===== src/rtl/tone_arbiter.sv =====
// -----------------------------------------------------------------------------
// tone_arbiter
//
// Shares one tone generator between the live keyboard path and the autoplay
// song player. Live play always wins. Every note change or ownership change
// inserts GAP_CYCLES silent cycles so consecutive strikes are heard separately.
// After a live key is released, a LIVE_HOLD hold-off keeps autoplay from
// grabbing the output straight away.
//
// Ports
//   clk          system clock
//   rst          asynchronous, active-high reset
//   live_on      live note valid (key controller)
//   live_note    live note code
//   auto_req     autoplay requests the output, held for the whole note
//   auto_note    autoplay note code
//   tone_on      tone generator enable
//   tone_note    note code to the tone generator
//   owner        00 none, 01 live, 10 autoplay (11 never driven)
//   auto_grant   autoplay currently owns a sounding output
//   auto_preempt one-cycle pulse when autoplay loses ownership to live
//
// All outputs come from registers only (state, note latch, preempt flag);
// there is no combinational path from any input to any output.
// -----------------------------------------------------------------------------
module tone_arbiter #(
    parameter int GAP_CYCLES = 4,
    parameter int LIVE_HOLD  = 8
) (
    input  logic       clk,
    input  logic       rst,
    input  logic       live_on,
    input  logic [3:0] live_note,
    input  logic       auto_req,
    input  logic [3:0] auto_note,
    output logic       tone_on,
    output logic [3:0] tone_note,
    output logic [1:0] owner,
    output logic       auto_grant,
    output logic       auto_preempt
);

    localparam logic [7:0] GAP_LOAD  = 8'(GAP_CYCLES);
    localparam logic [7:0] HOLD_LOAD = 8'(LIVE_HOLD);

    typedef enum logic [2:0] {
        S_IDLE = 3'd0,
        S_LIVE = 3'd1,
        S_AUTO = 3'd2,
        S_GAP  = 3'd3,
        S_HOLD = 3'd4
    } state_t;

    typedef enum logic {
        T_LIVE = 1'b0,
        T_AUTO = 1'b1
    } target_t;

    state_t     state_q,   state_d;
    target_t    target_q,  target_d;
    logic [3:0] latch_q,   latch_d;
    logic [7:0] count_q,   count_d;
    logic       preempt_q, preempt_d;

    // The counter is loaded with the full window length on entry, so the
    // value 1 marks the last silent cycle of GAP or HOLD.
    logic count_last;
    assign count_last = (count_q <= 8'd1);

    // ------------------------------------------------------------------
    // State register
    // ------------------------------------------------------------------
    always_ff @(posedge clk or posedge rst) begin
        if (rst) begin
            state_q   <= S_IDLE;
            target_q  <= T_LIVE;
            latch_q   <= 4'd0;
            count_q   <= 8'd0;
            preempt_q <= 1'b0;
        end else begin
            state_q   <= state_d;
            target_q  <= target_d;
            latch_q   <= latch_d;
            count_q   <= count_d;
            preempt_q <= preempt_d;
        end
    end

    // ------------------------------------------------------------------
    // Next-state logic
    // ------------------------------------------------------------------
    always_comb begin
        state_d   = state_q;
        target_d  = target_q;
        latch_d   = latch_q;
        count_d   = count_q;
        preempt_d = 1'b0;

        unique case (state_q)
            S_IDLE: begin
                // Live has priority when both request on the same cycle.
                if (live_on) begin
                    state_d = S_LIVE;
                    latch_d = live_note;
                end else if (auto_req) begin
                    state_d = S_AUTO;
                    latch_d = auto_note;
                end
            end

            S_LIVE: begin
                if (!live_on) begin
                    state_d = S_HOLD;
                    count_d = HOLD_LOAD;
                end else if (live_note != latch_q) begin
                    state_d  = S_GAP;
                    target_d = T_LIVE;
                    count_d  = GAP_LOAD;
                end
            end

            S_AUTO: begin
                if (live_on) begin
                    state_d   = S_GAP;
                    target_d  = T_LIVE;
                    count_d   = GAP_LOAD;
                    preempt_d = 1'b1;
                end else if (!auto_req) begin
                    state_d = S_IDLE;
                end else if (auto_note != latch_q) begin
                    state_d  = S_GAP;
                    target_d = T_AUTO;
                    count_d  = GAP_LOAD;
                end
            end

            S_GAP: begin
                count_d = count_q - 8'd1;
                // A live press during an autoplay gap steals the gap without
                // restarting it; the exit decision below uses the new target.
                if (target_q == T_AUTO && live_on) begin
                    target_d  = T_LIVE;
                    preempt_d = 1'b1;
                end
                if (count_last) begin
                    if (target_d == T_LIVE) begin
                        if (live_on) begin
                            state_d = S_LIVE;
                            latch_d = live_note;
                        end else begin
                            state_d = S_HOLD;
                            count_d = HOLD_LOAD;
                        end
                    end else begin
                        if (auto_req) begin
                            state_d = S_AUTO;
                            latch_d = auto_note;
                        end else begin
                            state_d = S_IDLE;
                        end
                    end
                end
            end

            S_HOLD: begin
                count_d = count_q - 8'd1;
                // Output is already silent, so a new press needs no gap.
                if (live_on) begin
                    state_d = S_LIVE;
                    latch_d = live_note;
                end else if (count_last) begin
                    state_d = S_IDLE;
                end
            end

            default: begin
                state_d = S_IDLE;
            end
        endcase
    end

    // ------------------------------------------------------------------
    // Output decode (Moore: state and latch only)
    // ------------------------------------------------------------------
    always_comb begin
        tone_on    = 1'b0;
        owner      = 2'b00;
        auto_grant = 1'b0;
        unique case (state_q)
            S_LIVE: begin
                tone_on = 1'b1;
                owner   = 2'b01;
            end
            S_AUTO: begin
                tone_on    = 1'b1;
                owner      = 2'b10;
                auto_grant = 1'b1;
            end
            default: begin
                tone_on    = 1'b0;
                owner      = 2'b00;
                auto_grant = 1'b0;
            end
        endcase
    end

    // The latch only changes on entry to LIVE or AUTO, so silent states
    // keep presenting the last sounded note.
    assign tone_note    = latch_q;
    assign auto_preempt = preempt_q;

endmodule


===== config.mk =====
export PLATFORM = sky130hd
export DESIGN_NAME = tone_arbiter
export DESIGN_NICKNAME = d
export VERILOG_FILES = /design/src/rtl/tone_arbiter.sv
export SDC_FILE = /design/constraint.sdc
export NUM_CORES = 1
export LEC_CHECK = 0
export CORE_AREA = 2 2 70 72
export DETAILED_ROUTE_END_ITERATION = 8
export DIE_AREA = 0 0 72 74
export PLACE_DENSITY = 0.55
export SLEW_MARGIN = 20
export SYNTH_ARGS = -nofsm -noshare
export SYNTH_HDL_FRONTEND = slang
export SYNTH_SLANG_ARGS = --single-unit

===== constraint.sdc =====
create_clock -name clk -period 2.1 [get_ports clk]
set_clock_uncertainty 0.2 [all_clocks]
set_input_delay 0.21 -clock clk [delete_from_list [all_inputs] [get_ports clk]]
set_output_delay 0.21 -clock clk [all_outputs]
set_load 0.005 [all_outputs]

==> results.py <==
metrics = {
    "detailed_routing": {
        "drc_errors": 0,
        "vias_per_cell": 5.29,
        "drt-pass1-iter-count": 4,
        "antenna_left": 0,
        "wl_um": 3480,
        "vias": 1297,
        "routedWlPerCell_um": 14.2,
        "dr.first_iter.drc_count": 90,
    },
    "cts": {
        "clk-insertion-delay-late_ns": 0.27,
        "cts_tree": "yes",
        "numCtsBuffers": 3,
        "cts_buffer_depth": 2,
        "clock_sinks": 17,
        "path_clk_slew_ns": 0.07,
        "htreeDepth": 1,
        "clockRootBuffer": "clkbuf_8",
    },
    "placed_design": {
        "dp_hpwl_um": 2730,
        "place.gp.congestion": 0.920,
        "place_area_um2": 1700,
        "post-place-ws_ns": -0.0402,
        "place.port_buffers": 20,
    },
    "timing": {
        "rsz0062_at_grt": "no",
        "min_period_over_period": 0.968,
        "finalSetupViolCount": 0,
        "layout_min_cycle_time_ns": 2.03,
        "slew_headroom": 0.723,
        "finalMaxSlewViolations": 0,
        "fmax_ghz": 0.492,
        "tightest_slew_ns": 0.405,
        "setup_ws_ns": 0.0678,
        "whs_ns": 0.0497,
        "hold_viol_final": 0,
    },
    "floorplanning": {
        "die_width_um": 72,
        "start_util": 0.285,
        "coreArea_um2": 4600,
        "ioPinCount": 21,
        "die_y_um": 74,
        "num_rows": 25,
        "die_area_um2": 5330,
    },
    "final_layout": {
        "final_cell_area_um2": 1780,
        "post-route-util": 0.386,
        "fill_cells": 444,
        "drive_gt1_frac": 0.230,
        "syn_to_final_growth_pct": 35.4,
        "fin_nets": 206,
        "antennaDiodeCount": 0,
    },
    "power": {
        "p_leak_nw": 0.712,
        "ir_drop_v": 0.000485,
        "power_density_nw_per_um2": 1600,
        "p_total_mw": 2.84,
    },
    "synthesis": {
        "ys_seq_elements": 17,
        "synth_flop_cell": "dfrtp_1",
        "synth.area.top_cells": "dfrtp_1 32%, xnor2_1 5.3%, a21oi_1 4.6%",
        "yosys_warnings": 0,
        "yosys.area.top_type_share": 0.324,
        "avgSynthCellArea_um2": 8.63,
        "netlist_area_um2": 1310,
        "netlist_instances": 152,
        "yosysMostFrequentCell": "dfrtp_1",
        "syn_nets": 166,
        "ys_top_cells_by_count": "17 x dfrtp_1, 15 x nor2_1, 12 x a21oi_1, 8 x nand2_1, 8 x xnor2_1",
        "synth_edf_count": 0,
        "ys_seq_area_frac": 0.324,
        "async_reset_ff_frac": 1.00,
        "yosysTopAreaCell": "dfrtp_1",
        "synth_cell_types": 52,
    },
    "setup_path": {
        "cp.required_ns": 2.05,
        "cp_max_fo": 8,
        "path_cells": "or3b_4 > o311ai_1 > nor3_2 > buf_4 > a21o_1 > a32o_1",
        "cp_slowest_cell": "dfrtp_1",
        "crit_path_start_kind": "flip-flop",
        "worst-path-buf-inv": 1,
        "cp_slowest_stage_delay_ns": 0.49,
        "worstSetupPathType": "reg -> reg",
        "cp-end-kind": "flip-flop",
        "worstPathArrival_ns": 1.98,
        "cp_top_family": "simple AND/OR/NAND/NOR gates",
    },
    "grt": {
        "grt_pass1_vias": 1315,
        "grt_max_degree": 18,
        "overflow": 0,
        "grt_pass1_wl_um": 5940,
        "antenna_found_initial": 0,
        "grtUsageTotal": 0.142,
    },
    "hold_path": {
        "hp-class": "in -> async",
    },
    "status": {
        "outcome": "completed",
    },
    "job": {
        "drv_cap": 0,
    },
}
[final cells by class]
cell class	instances	area, um^2	area share
well taps	54	67.6	0.0380
multi-input cells	119	830	0.467
repair buffers	43	375	0.211
flip-flops and latches	17	429	0.242
clock buffers	4	45.0	0.0254
inverters	8	30.0	0.0169
[worst min-delay path, stage by stage]
cell             delay, ns
clkdlybuf4s50_1       0.39
inv_1                 0.05
buf_4                 0.24
[registers in the layout, indices dropped and copies added (netlist names)]
| register | count |
|---|---|
| state_q | 3 |
| auto_preempt | 1 |
| count_q | 8 |
| target_q | 1 |
| tone_note | 4 |
[cells in the final DEF (no fill, tap or decap), types with 3 or more instances in the layout]
master | netlist | routed
nand3b_1 | 3 | 3
clkdlybuf4s50_1 | 0 | 19
dfrtp_1 | 17 | 14
o22ai_1 | 5 | 5
a21oi_1 | 12 | 12
inv_1 | 7 | 7
nand3_1 | 4 | 4
nand2_1 | 8 | 8
nor2_1 | 15 | 12
mux2i_1 | 3 | 3
o21ai_0 | 6 | 6
buf_4 | 1 | 23
clkbuf_8 | 0 | 3
xnor2_1 | 8 | 8
nor3_1 | 3 | 3
a41oi_1 | 3 | 3
dfrtp_2 | 0 | 3
[power by group]
group	switching (mW)	internal [mW]	total, mW
logic	0.914	0.981	1.89
registers	0.194	0.483	0.677
clock network	0.129	0.135	0.264
[final timing paths]
check                                  startpoint                        to  slack (ns)  cells past startpoint
setup / recovery           state_q[1]$_DFFE_PP0P_    count_q[5]$_DFFE_PP0P_        0.07                      6
hold / removal                                rst  tone_note[2]$_DFFE_PP0P_        0.05                      3
setup reg to reg           state_q[1]$_DFFE_PP0P_    count_q[5]$_DFFE_PP0P_        0.07                      6
hold reg to reg            count_q[4]$_DFFE_PP0P_    count_q[4]$_DFFE_PP0P_        0.33                      1
max in group asynchronous                     rst    count_q[4]$_DFFE_PP0P_        1.43                      3
min in group clk           count_q[4]$_DFFE_PP0P_    count_q[4]$_DFFE_PP0P_        0.33                      1
[through the flow]
stage,std cells,setup TNS (ns)
global route,245,0
CTS,245,0
global placement,240,0
floorplan,152,0
finish,245,0
detailed placement,240,-0.0402
[kinds of logic after synthesis]
| group | Yosys count | share of synthesized area |
|---|---|---|
| XOR/XNOR | 10 | 0.0667 |
| adder cells (fa/ha/maj) | 2 | 0.0191 |
| flip-flops | 17 | 0.324 |
| AO/OA/AOI/OAI | 50 | 0.259 |
| AND/OR/NAND/NOR | 52 | 0.234 |
| multiplexers | 5 | 0.0400 |
| buffers and inverters | 16 | 0.0572 |
[per-layer routing]
layer	GRT usage	wire, um	vias to the layer above	part of all wire
met5	0	0	-	0
met1	0.162	1520	615	0.44
met4	0.0839	79	0	0.023
met3	0.0217	102	7	0.029
li1	-	-	646	-
met2	0.254	1780	29	0.51
[repair_timing]
| item | CTS | global route |
|---|---|---|
| setup endpoints to repair | 4 | 8 |
| resized for setup | 1 | 9 |
| buffers inserted | 1 | 0 |
| endpoints found under the hold margin | 0 | 0 |
| pin swaps | 0 | 2 |
| hold buffers | 0 | 0 |
Power figures use the tool's default switching activity.
